`src/rtl/ps2_pkg.sv`:
```
// Shared PS/2 definitions used by the host transmitter and the scan-code
// receiver: transmitter state encoding, frame edge constants and the
// odd-parity helper.
package ps2_pkg;

  typedef enum logic [2:0] {
    ST_IDLE,
    ST_INHIBIT,
    ST_RTS,
    ST_SHIFT,
    ST_ACK,
    ST_RELEASE
  } tx_state_t;

  // Device clock falling-edge numbering within a host-to-device frame.
  localparam logic [3:0] DATA_BITS = 4'd8;   // edges 1..8 carry data, LSB first
  localparam logic [3:0] STOP_EDGE = 4'd10;  // data line released (stop = 1)
  localparam logic [3:0] ACK_EDGE  = 4'd11;  // device pulls data low to ACK

  // Odd parity: the parity bit makes the total count of ones odd.
  function automatic logic odd_parity(input logic [7:0] d);
    return ~^d;
  endfunction

endpackage

```
`src/rtl/ps2_line_filter.sv`:
```
// PS/2 line conditioning: 2-flop synchronizers for ps2Clk and ps2Data plus a
// stability filter on ps2Clk.
//   clk, reset  : system clock, synchronous active-high reset
//   clkIn       : raw ps2Clk pin level
//   dataIn      : raw ps2Data pin level
//   clkLevel    : filtered ps2Clk level
//   fall        : one-cycle strobe on a filtered 1->0 transition of ps2Clk
//   dataLevel   : synchronized ps2Data level
module ps2_line_filter #(
  parameter int filterCycles = 4
) (
  input  logic clk,
  input  logic reset,
  input  logic clkIn,
  input  logic dataIn,
  output logic clkLevel,
  output logic fall,
  output logic dataLevel
);

  localparam int CW = $clog2(filterCycles + 1);
  localparam logic [CW-1:0] STABLE_LAST = CW'(filterCycles - 1);

  logic [1:0]    clkSync;
  logic [1:0]    dataSync;
  logic [CW-1:0] stable;

  // Idle PS/2 lines are high, so everything resets to 1 to avoid a bogus
  // edge right after reset.
  always_ff @(posedge clk) begin
    if (reset) begin
      clkSync  <= 2'b11;
      dataSync <= 2'b11;
      stable   <= '0;
      clkLevel <= 1'b1;
      fall     <= 1'b0;
    end else begin
      clkSync  <= {clkSync[0], clkIn};
      dataSync <= {dataSync[0], dataIn};
      fall     <= 1'b0;
      // Count consecutive samples that disagree with the accepted level; any
      // agreeing sample restarts the count, so short glitches are dropped.
      if (clkSync[1] == clkLevel) begin
        stable <= '0;
      end else if (stable == STABLE_LAST) begin
        stable   <= '0;
        clkLevel <= clkSync[1];
        fall     <= ~clkSync[1];
      end else begin
        stable <= stable + CW'(1);
      end
    end
  end

  assign dataLevel = dataSync[1];

endmodule

```
`src/rtl/ps2_host_tx.sv`:
```
// Host-to-device PS/2 transmitter. Performs request-to-send, shifts one byte,
// odd parity and stop bit on device clock falling edges, and checks the
// device line-ACK.
//   clk, reset    : system clock, synchronous active-high reset
//   data/dataLoad : byte and one-cycle load request (taken only when ready)
//   ps2ClkIn      : raw ps2Clk pin;  ps2DataIn: raw ps2Data pin
//   ps2ClkDrive   : 1 pulls ps2Clk low; ps2DataDrive: 1 pulls ps2Data low
//   ready/busy    : idle / transaction in flight (busy gates the receiver)
//   done, ackOk   : one-cycle end pulse, ACK result valid with done
//   error         : sticky timeout / missing-ACK flag, cleared on next load
module ps2_host_tx #(
  parameter int counterBits   = 16,
  parameter int inhibitCycles = 1600,
  parameter int timeoutCycles = 40000,
  parameter int filterCycles  = 4
) (
  input  logic       clk,
  input  logic       reset,
  input  logic [7:0] data,
  input  logic       dataLoad,
  input  logic       ps2ClkIn,
  input  logic       ps2DataIn,
  output logic       ps2ClkDrive,
  output logic       ps2DataDrive,
  output logic       ready,
  output logic       busy,
  output logic       done,
  output logic       ackOk,
  output logic       error
);

  import ps2_pkg::*;

  localparam logic [counterBits-1:0] INH_LAST = counterBits'(inhibitCycles - 1);
  localparam logic [counterBits-1:0] TO_LAST  = counterBits'(timeoutCycles - 1);

  tx_state_t state, nextState;

  logic                   clkLevel, fall, dataLevel;
  logic [7:0]             txByte;
  logic [counterBits-1:0] cnt;
  logic [3:0]             edgeCnt;
  logic                   dataBit;   // drive level for the current data slot
  logic                   ackSeen;

  logic waiting, lineIdle, timeout, progress, finishOk, abort;

  ps2_line_filter #(.filterCycles(filterCycles)) u_filter (
    .clk       (clk),
    .reset     (reset),
    .clkIn     (ps2ClkIn),
    .dataIn    (ps2DataIn),
    .clkLevel  (clkLevel),
    .fall      (fall),
    .dataLevel (dataLevel)
  );

  // States that depend on the device and are therefore guarded by timeout.
  assign waiting  = (state == ST_RTS) || (state == ST_SHIFT) ||
                    (state == ST_ACK) || (state == ST_RELEASE);
  assign lineIdle = clkLevel & dataLevel;
  assign timeout  = (cnt == TO_LAST);
  // Activity that wins over a coincident timeout in the current state.
  assign progress = (state == ST_RELEASE) ? lineIdle : fall;
  assign finishOk = (state == ST_RELEASE) && lineIdle;
  assign abort    = waiting && timeout && !progress;

  // State register
  always_ff @(posedge clk) begin
    if (reset) state <= ST_IDLE;
    else       state <= nextState;
  end

  // Next-state logic
  always_comb begin
    nextState = state;
    case (state)
      ST_IDLE:    if (dataLoad) nextState = ST_INHIBIT;
      ST_INHIBIT: if (cnt == INH_LAST) nextState = ST_RTS;
      ST_RTS:     if (fall) nextState = ST_SHIFT;
      ST_SHIFT:   if (fall && edgeCnt == STOP_EDGE - 4'd1) nextState = ST_ACK;
      ST_ACK:     if (fall) nextState = ST_RELEASE;
      ST_RELEASE: if (lineIdle) nextState = ST_IDLE;
      default:    nextState = ST_IDLE;
    endcase
    if (abort) nextState = ST_IDLE;
  end

  // Outputs
  always_comb begin
    ready        = (state == ST_IDLE);
    busy         = (state != ST_IDLE);
    ps2ClkDrive  = (state == ST_INHIBIT);
    // RTS holds the start bit (data low) while the clock is released.
    ps2DataDrive = (state == ST_RTS) || ((state == ST_SHIFT) && dataBit);
    done         = finishOk || abort;
    ackOk        = finishOk && ackSeen;
  end

  // Datapath: capture, shared counter, edge counter, bit drive, ACK, error
  always_ff @(posedge clk) begin
    if (reset) begin
      txByte  <= '0;
      cnt     <= '0;
      edgeCnt <= '0;
      dataBit <= 1'b0;
      ackSeen <= 1'b0;
      error   <= 1'b0;
    end else begin
      // Falls while we hold the clock low in INHIBIT are our own doing and
      // must not stretch the inhibit time.
      if ((state != nextState) || (waiting && fall)) cnt <= '0;
      else if (cnt != '1)                            cnt <= cnt + counterBits'(1);

      if (state == ST_IDLE && dataLoad) begin
        txByte  <= data;
        error   <= 1'b0;
        ackSeen <= 1'b0;
      end

      if (fall) begin
        case (state)
          ST_RTS: begin
            edgeCnt <= 4'd1;
            dataBit <= ~txByte[0];
          end
          ST_SHIFT: begin
            edgeCnt <= edgeCnt + 4'd1;
            // edgeCnt is the previous edge k-1, i.e. the index of bit k-1.
            if (edgeCnt < DATA_BITS)       dataBit <= ~txByte[edgeCnt[2:0]];
            else if (edgeCnt == DATA_BITS) dataBit <= ~odd_parity(txByte);
            else                           dataBit <= 1'b0;
          end
          ST_ACK: begin
            edgeCnt <= ACK_EDGE;
            ackSeen <= ~dataLevel;
          end
          default: ;
        endcase
      end

      if (done && !ackOk) error <= 1'b1;
    end
  end

endmodule

```
`config.mk`:
```
export PLATFORM = sky130hd
export DESIGN_NAME = ps2_host_tx
export DESIGN_NICKNAME = d
export VERILOG_FILES = /design/src/rtl/ps2_pkg.sv /design/src/rtl/ps2_line_filter.sv /design/src/rtl/ps2_host_tx.sv
export SDC_FILE = /design/constraint.sdc
export NUM_CORES = 1
export LEC_CHECK = 0
export CAP_MARGIN = 5
export CORE_ASPECT_RATIO = 2
export CORE_UTILIZATION = 37
export DETAILED_ROUTE_END_ITERATION = 6
export SETUP_SLACK_MARGIN = 0.02
export SLEW_MARGIN = 20
export SYNTH_ARGS = -nofsm -noshare
export SYNTH_HDL_FRONTEND = slang
export SYNTH_HIERARCHICAL = 1
export SYNTH_SLANG_ARGS = --single-unit
```
`constraint.sdc`:
```
create_clock -name clk -period 5.1 [get_ports clk]
set_input_delay 1.02 -clock clk [delete_from_list [all_inputs] [get_ports clk]]
set_output_delay 1.02 -clock clk [all_outputs]
set_load 0.01 [all_outputs]
```
==> impl_summary.txt, run 1 <==
----------------------------------------------------
[GRT]
  Pin count of the biggest net entering global routing ... 28
  Via count of the first global-routing pass ... approximately 1.9k
  Antenna violations before repair ... 0
  Global route overflow ... 0
  First-pass GRT wire length ... around 8.5 mm
  Total routing usage reported by global routing ... around 17%

[Clocking]
  Hold_buf cts ... 0
  Number of buffers inserted to repair setup after CTS ... 0
  TritonCTS clock tree ... done
  Buffer depth of the longest clock path ... 2
  CTS sink cnt ... 43
  CTS clk-pin slew, worst paths ... roughly 0.060 ns
  Number of gates resized after CTS ... 0
  Clock tree root buffer cell ... sky130_fd_sc_hd__clkbuf_16
  CTS HTree Levels ... 2
  Number of buffers created by CTS ... 5
  Clock network latency to the later pin of the worst-skew pair ... ~0.29 ns

[Status]
  Result of the run ... finished with violations
  Violated checks ... design-rule violations

[Synthesis]
  Mean area per synthesized cell ... 8.65 um2
  Post-synthesis register bit count ... 43
  Synth top area share ... about 40%
  Library cell occupying the most area in the post-synthesis netlist ... sky130_fd_sc_hd__dfxtp_1
  Number of flops mapped to enable cells by yosys ... 0
  Dominant cells by area after synthesis ... sky130_fd_sc_hd__dfxtp_1 39%, sky130_fd_sc_hd__xnor2_1 7.1%, sky130_fd_sc_hd__nand2_1 5.6%
  Prevailing post-synth register cell ... sky130_fd_sc_hd__dfxtp_1
  Count of different cell masters after synthesis ... 47
  Count of yosys warnings during synthesis ... 6
  Async set or reset register ratio after synthesis ... 0%
  Combined area of all synthesized cells ... ~2200 um2
  Synthesized instance count ... between 200 and 300
  Net count of the mapped netlist ... 275
  Sequential fraction of the synthesis area ... between 30 and 40%

[Worst hold path]
  Path type of the worst min-delay path ... reg -> reg
  Startpoint of the lowest-slack hold path ... u_filter/dataSync[0]
  Endpoint with the worst hold slack ... u_filter/dataSync[1]
  Hold Path Cell Cnt ... 1

[Die]
  Io pins ... 20
  Die Y ... approximately 110 um
  Floorplan die area ... approximately 6300 um2
  Die outline width ... 56.7 um
  Count of standard-cell rows ... 39
  Starting density of the core ... about 38%
  Floorplan Core Area ... ~5800 um2

[Worst setup path]
  CP endpoint kind ... primary output
  Type of the worst setup path ... reg -> out
  R2r startpoint ... state[2]
  Worst r2r dst ... cnt[4]
  Critical path peak fanout ... 6
  FF-to-FF path depth ... 5
  CP Launch Type ... register
  Arrival time of the worst setup path ... approximately 2.4 ns
  Data required time of the worst path ... slightly above 4 ns
  Register-to-register path setup slack ... about 3 ns

[Place]
  Count of port buffers added during placement ... 19
  RD Place Congestion ... 0.839
  HPWL after detailed placement ... ~3.7 mm

[Power and ir drop]
  Psw ... about 170 uW
  Leak Pwr ... 0.874 nW
  Worst IR Drop VDD ... 0.174 mV
  Sequential Power Share ... between 40 and 50%
  Power density over the cells ... approximately 280 nW/um2
  Switching portion of total power ... between 20% and 30%
  Clock power frac ... roughly 43%
  Cell Int Power ... 551 uW
  Combinational share of power ... 8.0%

[STA]
  Final setup fails ... 0
  Hold Worst Slack ... just over 0.4 ns
  Transition time at the pin with the least slew margin ... about 0.58 ns
  Shortest clock period the worst path allows after layout ... 3.38 ns
  Unrepaired setup endpoints after global routing ... false
  Final Skew ... around 0.0043 ns
  Final count of pins violating max slew ... 0
  Sum Neg Setup Slack ... 0 ns
  Fin. Hold Viols ... 0
  Share of the clock period used by the worst path after layout ... about two thirds
  Max transition margin ... between 60% and 70%
  Fmax ... 0.296 GHz

[Finish]
  Area taken by multi-input logic gates ... 1280 um2
  Synth-to-layout area growth ... 16.9%
  Total area of sequential cells ... between 800 and 900 um2
  Layout net count ... 292
  Filler cell count in the final layout ... between 600 and 700
  Number of diodes ... 0
  Share of post-route cells with drive strength above 1 ... between 10% and 20%

[Detailed routing]
  Vias per inst ... roughly 5.7
  1st-iter DRT viols ... 52
  Antenna-violating nets left ... 0
  Via count ... about 1.9k
  1st-pass router iterations ... 7
  Routed length per instance ... approximately 15 um
  Wirelength, routed ... between 4 and 5 mm
  DRC viols ... 4

[Job]
  Max Cap Viol ... 0

----------------------------------------------------
## cells in the mapped netlist (2+ instances only)
master / instances
sky130_fd_sc_hd__a211oi_1: 4
sky130_fd_sc_hd__a21oi_1: 23
sky130_fd_sc_hd__a31oi_1: 4
sky130_fd_sc_hd__and4_1: 3
sky130_fd_sc_hd__clkbuf_1: 8
sky130_fd_sc_hd__dfxtp_1: 43
sky130_fd_sc_hd__ha_1: 6
sky130_fd_sc_hd__inv_1: 9
sky130_fd_sc_hd__mux2i_1: 4
sky130_fd_sc_hd__mux4_2: 2
sky130_fd_sc_hd__nand2_1: 33
sky130_fd_sc_hd__nand3_1: 11
sky130_fd_sc_hd__nand4_1: 7
sky130_fd_sc_hd__nor2_1: 21
sky130_fd_sc_hd__nor2b_1: 4
sky130_fd_sc_hd__nor3_1: 9
sky130_fd_sc_hd__nor4_1: 4
sky130_fd_sc_hd__nor4b_2: 2
sky130_fd_sc_hd__o21a_1: 2
sky130_fd_sc_hd__o21ai_0: 8
sky130_fd_sc_hd__or2_2: 5
sky130_fd_sc_hd__xnor2_1: 18
sky130_fd_sc_hd__xor2_1: 2
## routing by layer
metal	GRT usage, %	up-vias	share of wire [%]
met5	0	-	0
li1	-	950	-
met3	3.37	15	3.0
met4	10.8	0	4.0
met2	33.1	39	57
met1	16.2	889	36
## flip-flops by register name, summed over array words and instances, names as in the netlist
name and cells:
edgeCnt 4, u_filter/dataSync 2, u_filter/clkSync 2, error 1, ackSeen 1, cnt 16
dataBit 1, u_filter/fall 1, u_filter/clkLevel 1, txByte 8, u_filter/stable 3, state 3
## cell usage in the layout, fill, tap and decap left out, types with 2 or more instances in the layout
cell type                         instances
sky130_fd_sc_hd__mux2i_1                  4
sky130_fd_sc_hd__and4_1                   3
sky130_fd_sc_hd__a21oi_1                 23
sky130_fd_sc_hd__clkbuf_16                5
sky130_fd_sc_hd__nand3_1                 11
sky130_fd_sc_hd__o21a_1                   2
sky130_fd_sc_hd__a211oi_1                 4
sky130_fd_sc_hd__nor2_1                  21
sky130_fd_sc_hd__or2_2                    5
sky130_fd_sc_hd__clkdlybuf4s50_1         19
sky130_fd_sc_hd__dfxtp_1                 43
sky130_fd_sc_hd__o21ai_0                  8
sky130_fd_sc_hd__inv_1                    9
sky130_fd_sc_hd__nor3_1                   9
sky130_fd_sc_hd__mux4_2                   2
sky130_fd_sc_hd__xnor2_1                 18
sky130_fd_sc_hd__nor4b_2                  2
sky130_fd_sc_hd__clkinv_2                 3
sky130_fd_sc_hd__a31oi_1                  4
sky130_fd_sc_hd__nand4_1                  7
sky130_fd_sc_hd__nand2_1                 33
sky130_fd_sc_hd__nor4_1                   4
sky130_fd_sc_hd__xor2_1                   2
sky130_fd_sc_hd__ha_1                     6
sky130_fd_sc_hd__nor2b_1                  4
## worst max-delay path by stage
| stage | end | from | slack (ns) | cells past startpoint |
|---|---|---|---|---|
| after detailed placement | done | cnt[0] | 2.05 | 6 |
| after global routing | done | state[1] | 1.59 | 5 |
| final | done | cnt[0] | 1.72 | 6 |
| after global placement | done | cnt[0] | 2.07 | 6 |
| after CTS | done | cnt[0] | 1.72 | 6 |
| after floorplan | done | cnt[6] | 2.64 | 4 |
## cell families (layout without fill, tap and decap cells)
logic type / Yosys count / after routing / share of synthesized area, %
simple gates: 109 / 109 / 27.2
compound gates: 53 / 53 / 15.5
flops: 43 / 43 / 38.9
xor+xnor: 20 / 20 / 7.91
buf+inv: 19 / 37 / 3.28
fa+ha+maj: 6 / 6 / 3.39
mux: 6 / 6 / 3.84
## worst max-delay path, stage by stage, from the launching register on
cell and delay [ns]:
sky130_fd_sc_hd__dfxtp_1 0.38, sky130_fd_sc_hd__ha_1 0.24, sky130_fd_sc_hd__nand4_1 0.22, sky130_fd_sc_hd__nor4_4 0.36, sky130_fd_sc_hd__nand4_4 0.21, sky130_fd_sc_hd__nand2_1 0.11, sky130_fd_sc_hd__clkdlybuf4s50_1 0.54
## final cells by class
| class | count | area share (%) |
|---|---|---|
| multi-input cells | 194 | 49.5 |
| inverters | 9 | 1.30 |
| clock buffers | 5 | 4.83 |
| clock inverters | 3 | 0.580 |
| repair buffers | 20 | 7.63 |
| well taps | 61 | 2.95 |
| flip-flops and latches | 43 | 33.2 |
## power groups by stage
| stage | sequential [mW] | combinational [mW] | clock, mW |
|---|---|---|---|
| after floorplan | 0.356 | 0.0372 | 0 |
| after global placement | 0.359 | 0.0572 | 0 |
| after detailed placement | 0.360 | 0.0577 | 0 |
| after CTS | 0.352 | 0.0583 | 0.321 |
| after global routing | 0.353 | 0.0630 | 0.331 |
| final | 0.352 | 0.0573 | 0.309 |
## stage by stage
stage          total power [mW]  util [%]  setup slack, ns  area [um2]  instances
2_1_floorplan             0.393         -             2.64        2210        256
3_3_place_gp              0.416      42.5             2.07        2450        327
3_5_place_dp              0.417      42.5             2.05        2450        327
4_1_cts                   0.731      45.0             1.72        2590        335
5_1_grt                   0.746      45.0             1.59        2590        335
6_report                  0.719      45.0             1.72        2590        335
No activity file was read; power rests on OpenSTA's default activity.
==> run 2, diff against run 1 <==
clock period = 3.26 ns   (was 5.1 ns; I/O delays follow)
==> run 2 against run 1 <==
Against the previous run: the run still ends with design-rule violations left; worst setup slack lost 1.5 ns; critical path type unchanged; cell area grew 1.3%; worst hold slack lost 0.0042 ns; clock power grew 88%; sequential share of layout area shrank 0.43 points; non-clock buffer count is the same; critical endpoint unchanged; clock skew shrank 0.0019 ns.
==> impl_summary.txt, run 2 (same netlist as run 1, synthesis figures left out) <==
----------------------------------------------------
[Status]
  Result of the run ... finished with violations (unchanged)
  Violated checks ... design-rule violations (unchanged)

[Finish]
  Share of post-route cells with drive strength above 1 ... 10.6% (unchanged)
  Filler-free cell count of the finished design ... 335 (unchanged)
  Register name with the most flops ... cnt (unchanged)
  Area taken by multi-input logic gates ... 1280 um2 (unchanged)
  Number of flip-flops in the largest register ... 16 (unchanged)
  Synth-to-layout area growth ... 18.5% (was 16.9%)
  Commonest cells after routing, fill and taps aside ... 43 x sky130_fd_sc_hd__dfxtp_1, 33 x sky130_fd_sc_hd__nand2_1, 23 x sky130_fd_sc_hd__a21oi_1 (unchanged)
  Filler cell count in the final layout ... 590 (was 611)
  Total area of sequential cells ... 861 um2 (unchanged)
  Layout net count ... 292 (unchanged)
  Final std cell area, no fill ... 2620 um2 (was 2590 um2)
  Number of diodes ... 0 (unchanged)
  Final standard cell utilization of the core ... 45.6% (was 45.0%)
  Most frequent standard cell in the layout excluding fill and tap cells ... sky130_fd_sc_hd__dfxtp_1 (unchanged)
  Largest registers ... cnt (16), txByte (8), edgeCnt (4) (unchanged)

[Place]
  RD Place Congestion ... 0.849 (was 0.839)
  Total placed cells including tap cells ... 327 (unchanged)
  Count of port buffers added during placement ... 19 (unchanged)
  HPWL after detailed placement ... 3.82 mm (was 3.74 mm)
  Placement Setup Slack ... 0.574 ns (was 2.05 ns)
  Cell area reported after detailed placement ... 2450 um2 (unchanged)

[Worst hold path]
  Path type of the worst min-delay path ... reg -> reg (unchanged)

[Die]
  Floorplan die area ... 6320 um2 (unchanged)
  Floorplan Core Area ... 5760 um2 (unchanged)
  Io pins ... 20 (unchanged)
  Die outline width ... 56.7 um (unchanged)
  Count of standard-cell rows ... 39 (unchanged)
  Die Y ... 111 um (unchanged)
  Starting density of the core ... 38.5% (unchanged)

[GRT]
  Via count of the first global-routing pass ... 1822 (was 1905)
  Total routing usage reported by global routing ... 17.5% (was 17.4%)
  Antenna violations before repair ... 0 (unchanged)
  First-pass GRT wire length ... 8.46 mm (was 8.54 mm)
  Global route overflow ... 0 (unchanged)
  Pin count of the biggest net entering global routing ... 27 (was 28)

[Clocking]
  Number of buffers created by CTS ... 5 (unchanged)
  CTS clk-pin slew, worst paths ... 0.06 ns (about the same)
  CTS HTree Levels ... 2 (unchanged)
  CTS sink cnt ... 43 (unchanged)
  Number of buffers inserted to repair setup after CTS ... 0 (unchanged)
  Clock tree root buffer cell ... sky130_fd_sc_hd__clkbuf_16 (unchanged)
  Hold_buf cts ... 0 (unchanged)
  TritonCTS clock tree ... done (unchanged)
  Buffer depth of the longest clock path ... 2 (unchanged)
  Number of gates resized after CTS ... 0 (unchanged)
  Clock network latency to the later pin of the worst-skew pair ... 0.29 ns (about the same)

[Detailed routing]
  1st-pass router iterations ... 7 (unchanged)
  DRC viols ... 4 (unchanged)
  Routed length per instance ... 15.0 um (was 14.8 um)
  Vias per inst ... 5.63 (was 5.65)
  Routed wire length on met2 ... 2.86 mm (was 2.81 mm)
  Via count ... 1887 (was 1893)
  Highest layer used for signal routing ... met4 (unchanged)
  Antenna-violating nets left ... 0 (unchanged)
  1st-iter DRT viols ... 68 (was 52)
  Wire length on met3 ... 114 um (was 147 um)
  Wirelength, routed ... 5.04 mm (was 4.96 mm)
  Routed metal-1 wire length ... 1.87 mm (was 1.80 mm)

[STA]
  Final count of pins violating max slew ... 0 (unchanged)
  Hold Worst Slack ... 0.407 ns (was 0.411 ns)
  Final setup fails ... 0 (unchanged)
  Fmax ... between 0.3 and 0.4 GHz
  Transition time at the pin with the least slew margin ... 0.628 ns (was 0.583 ns)
  Fin. Hold Viols ... 0 (unchanged)
  Smallest setup slack after layout ... 0.267 ns (was 1.72 ns)
  Share of the clock period used by the worst path after layout ... about 92%
  Sum Neg Setup Slack ... 0 ns (unchanged)
  Unrepaired setup endpoints after global routing ... false (unchanged)
  Final Skew ... 0.00242 ns (was 0.00433 ns)
  Shortest clock period the worst path allows after layout ... ~3 ns
  Max transition margin ... 57.9% (was 60.9%)

[Power and ir drop]
  Power density over the cells ... 465 nW/um2 (was 278 nW/um2)
  Overall power consumption ... 1.22 mW (was 719 uW)
  Leak Pwr ... 0.887 nW (was 0.874 nW)
  Worst IR Drop VDD ... 0.314 mV (was 0.174 mV)

[Worst setup path]
  Data required time of the worst path ... 2.61 ns (was 4.08 ns)
  Critical path peak fanout ... 6 (unchanged)
  CP endpoint kind ... primary output (unchanged)
  Arrival time of the worst setup path ... 2.34 ns (was 2.36 ns)
  Type of the worst setup path ... reg -> out (unchanged)
  CP Launch Type ... register (unchanged)

[Job]
  Max Cap Viol ... 0 (unchanged)

----------------------------------------------------
run 2: cell types whose count changed in the layout (fill, tap and decap cells not counted), sizes merged:
cell	change
clkbuf	+1
clkinv	-2
bufinv	+1
run 2: layout make-up:
| type | count | area share, % |
|---|---|---|
| repair buffers | 20 | 7.53 |
| multi-input cells | 194 | 48.8 |
| flip-flops and latches | 43 | 32.8 |
| inverters | 9 | 1.29 |
| clock buffers | 6 | 5.29 |
| well taps | 61 | 2.91 |
| clock inverters | 2 | 1.34 |
run 2: worst max-delay path, stage by stage (launching register included):
cell and delay (ns):
sky130_fd_sc_hd__dfxtp_1 0.37, sky130_fd_sc_hd__ha_1 0.22, sky130_fd_sc_hd__nand4_1 0.23, sky130_fd_sc_hd__nor4_4 0.37
sky130_fd_sc_hd__nand4_4 0.20, sky130_fd_sc_hd__nand2_1 0.11, sky130_fd_sc_hd__clkdlybuf4s50_1 0.54
run 2: worst paths after layout:
kind / start / endpoint / slack, ns / depth (start not counted)
worst max-delay path: cnt[0] / done / 0.27 / 6
worst min-delay path: u_filter/dataSync[0] / u_filter/dataSync[1] / 0.41 / 1
worst min register to register: u_filter/dataSync[0] / u_filter/dataSync[1] / 0.41 / 1
worst max register to register: cnt[0] / cnt[4] / 1.18 / 5
run 2: where the power goes:
group | internal [mW] | switching, mW
clock network | 0.381 | 0.199
logic | 0.0457 | 0.0433
registers | 0.537 | 0.0129
total | 0.964 | 0.256
run 2: per-layer routing:
metal	vias up	global-route usage (%)
li1	950	-
met1	902	16.7
met2	23	33.2
met3	12	3.14
met4	0	10.7
met5	-	0
==> run 3, diff against run 2 <==
clock period = 3.7 ns   (was 3.26 ns; I/O delays follow)
==> run 3 against run 2 <==
Against the previous run: the run still ends with design-rule violations left; sequential share of layout area fell by 0.23 points; critical path depth is 1 lower; die area is the same; combinational power is 12% lower; first-iteration DRC count decreased by 15%; cell area rose by 0.72%; count of clock-buffer cells in the layout down 1; worst setup slack improved by 0.35 ns; flip-flop and latch count stayed put; via count fell by 0.53%; core utilization up 0.33 points; critical endpoint unchanged; largest power group unchanged.
==> impl_summary.txt, run 3 (same netlist as run 1, synthesis figures left out) <==
----------------------------------------------------
[Status]
  Result of the run ... finished with violations (unchanged)
  Violated checks ... design-rule violations (unchanged)

[Finish]
  Number of flip-flops in the largest register ... 16 (unchanged)
  Filler cell count in the final layout ... 572 (was 590)
  Share of post-route cells with drive strength above 1 ... 10.6% (unchanged)
  Commonest cells after routing, fill and taps aside ... 43 x sky130_fd_sc_hd__dfxtp_1, 33 x sky130_fd_sc_hd__nand2_1, 23 x sky130_fd_sc_hd__a21oi_1 (unchanged)
  Layout net count ... 292 (unchanged)
  Most frequent standard cell in the layout excluding fill and tap cells ... sky130_fd_sc_hd__dfxtp_1 (unchanged)
  Number of diodes ... 0 (unchanged)
  Register name with the most flops ... cnt (unchanged)
  Largest registers ... cnt (16), txByte (8), edgeCnt (4) (unchanged)
  Synth-to-layout area growth ... 19.3% (was 18.5%)

[Die]
  Floorplan Core Area ... 5760 um2 (unchanged)
  Die outline width ... 56.7 um (unchanged)
  Die Y ... 111 um (unchanged)
  Count of standard-cell rows ... 39 (unchanged)
  Floorplan die area ... 6320 um2 (unchanged)
  Starting density of the core ... 38.5% (unchanged)
  Io pins ... 20 (unchanged)

[Power and ir drop]
  Leak Pwr ... 0.890 nW (was 0.887 nW)
  Overall power consumption ... 1.13 mW (was 1.22 mW)
  Worst IR Drop VDD ... 0.202 mV (was 0.314 mV)
  Power density over the cells ... 429 nW/um2 (was 465 nW/um2)

[Job]
  Max Cap Viol ... 0 (unchanged)

[Detailed routing]
  1st-pass router iterations ... 6 (was 7)
  Routed length per instance ... 15.0 um (about the same)
  Antenna-violating nets left ... 0 (unchanged)
  DRC viols ... 5 (was 4)
  Wirelength, routed ... 5.02 mm (was 5.04 mm)
  Vias per inst ... 5.60 (was 5.63)
  Via count ... 1877 (was 1887)
  1st-iter DRT viols ... 58 (was 68)

[GRT]
  Total routing usage reported by global routing ... 17.3% (was 17.5%)
  Pin count of the biggest net entering global routing ... 15 (was 27)
  Antenna violations before repair ... 0 (unchanged)
  First-pass GRT wire length ... 8.49 mm (was 8.46 mm)
  Via count of the first global-routing pass ... 1802 (was 1822)
  Global route overflow ... 0 (unchanged)

[Worst setup path]
  CP Launch Type ... register (unchanged)
  Register-to-register path setup slack ... 1.61 ns (was 1.18 ns)
  Type of the worst setup path ... reg -> out (unchanged)
  R2r startpoint ... cnt[0] (unchanged)
  Worst r2r dst ... cnt[4] (unchanged)
  CP endpoint kind ... primary output (unchanged)
  FF-to-FF path depth ... 5 (unchanged)
  Critical path peak fanout ... 12 (was 6)
  CP endpoint ... done (unchanged)
  Data required time of the worst path ... 2.96 ns (was 2.61 ns)
  Critical path launch point ... state[2] (was cnt[0])
  Arrival time of the worst setup path ... 2.35 ns (was 2.34 ns)

[STA]
  Final count of pins violating max slew ... 0 (unchanged)
  Max transition margin ... 56.8% (was 57.9%)
  Sum Neg Setup Slack ... 0 ns (unchanged)
  Final Skew ... 0.00413 ns (was 0.00242 ns)
  Unrepaired setup endpoints after global routing ... false (unchanged)
  Fmax ... between 0.3 and 0.4 GHz
  Final setup fails ... 0 (unchanged)
  Share of the clock period used by the worst path after layout ... between 80% and 90%
  Transition time at the pin with the least slew margin ... 0.644 ns (was 0.628 ns)
  Shortest clock period the worst path allows after layout ... slightly above 3 ns
  Fin. Hold Viols ... 0 (unchanged)

[Place]
  HPWL after detailed placement ... 3.79 mm (was 3.82 mm)
  RD Place Congestion ... 0.834 (was 0.849)
  Count of port buffers added during placement ... 19 (unchanged)

[Clocking]
  Number of gates resized after CTS ... 0 (unchanged)
  CTS sink cnt ... 43 (unchanged)
  Clock network latency to the later pin of the worst-skew pair ... 0.29 ns (about the same)
  Number of buffers created by CTS ... 5 (unchanged)
  Hold_buf cts ... 0 (unchanged)
  Clock tree root buffer cell ... sky130_fd_sc_hd__clkbuf_16 (unchanged)
  CTS HTree Levels ... 2 (unchanged)
  TritonCTS clock tree ... done (unchanged)
  CTS clk-pin slew, worst paths ... 0.06 ns (about the same)
  Number of buffers inserted to repair setup after CTS ... 0 (unchanged)
  Buffer depth of the longest clock path ... 2 (unchanged)

[Worst hold path]
  Path type of the worst min-delay path ... reg -> reg (unchanged)

----------------------------------------------------
## run 3: area by class of cell
class | instances | area (um2) | share of cell area [%]
clock buffers | 5 | 125 | 4.73
clock inverters | 3 | 67.6 | 2.56
inverters | 9 | 33.8 | 1.28
multi-input cells | 194 | 1280 | 48.5
flip-flops and latches | 43 | 861 | 32.6
well taps | 61 | 76.3 | 2.89
repair buffers | 20 | 198 | 7.48
## run 3: critical path: stages (launching register included)
cell	delay [ns]
sky130_fd_sc_hd__dfxtp_1	0.55
sky130_fd_sc_hd__nor2b_1	0.38
sky130_fd_sc_hd__nand4_1	0.34
sky130_fd_sc_hd__nand4_4	0.23
sky130_fd_sc_hd__nand2_1	0.07
sky130_fd_sc_hd__clkdlybuf4s50_1	0.49
## run 3: how the worst min path moves through the flow
stage / cells after the start / slack, ns / end / from
2_1_floorplan: 1 / 0.39 / u_filter/clkSync[1] / u_filter/clkSync[0]
6_report: 1 / 0.41 / u_filter/dataSync[1] / u_filter/dataSync[0]
5_1_grt: 1 / 0.42 / u_filter/dataSync[1] / u_filter/dataSync[0]
3_5_place_dp: 1 / 0.40 / u_filter/dataSync[1] / u_filter/dataSync[0]
4_1_cts: 1 / 0.41 / u_filter/dataSync[1] / u_filter/dataSync[0]
3_3_place_gp: 1 / 0.40 / u_filter/dataSync[1] / u_filter/dataSync[0]
## run 3: metrics by stage
step                worst slack, ns  util, %  instances  hold slack [ns]  cell area (um2)
floorplan                      1.52        -        256            0.389             2210
global placement              0.964     42.5        327            0.397             2450
detailed placement            0.913     42.5        327            0.400             2450
CTS                           0.597     45.9        335            0.415             2640
global route                  0.515     45.9        335            0.423             2640
finish                        0.613     45.9        335            0.411             2640
## run 3: where the power goes
part,switching [mW],total (mW),internal [mW]
Sequential,0.0116,0.485,0.473
Combinational,0.0377,0.0779,0.0402
Clock,0.184,0.570,0.387
## run 3: routing by layer
metal	vias to the layer above	GRT usage (%)	wire length [um]
met5	-	0	0
met3	10	2.79	122
met4	0	8.83	123
met1	882	17.2	1960
li1	950	-	-
met2	35	32.9	2810
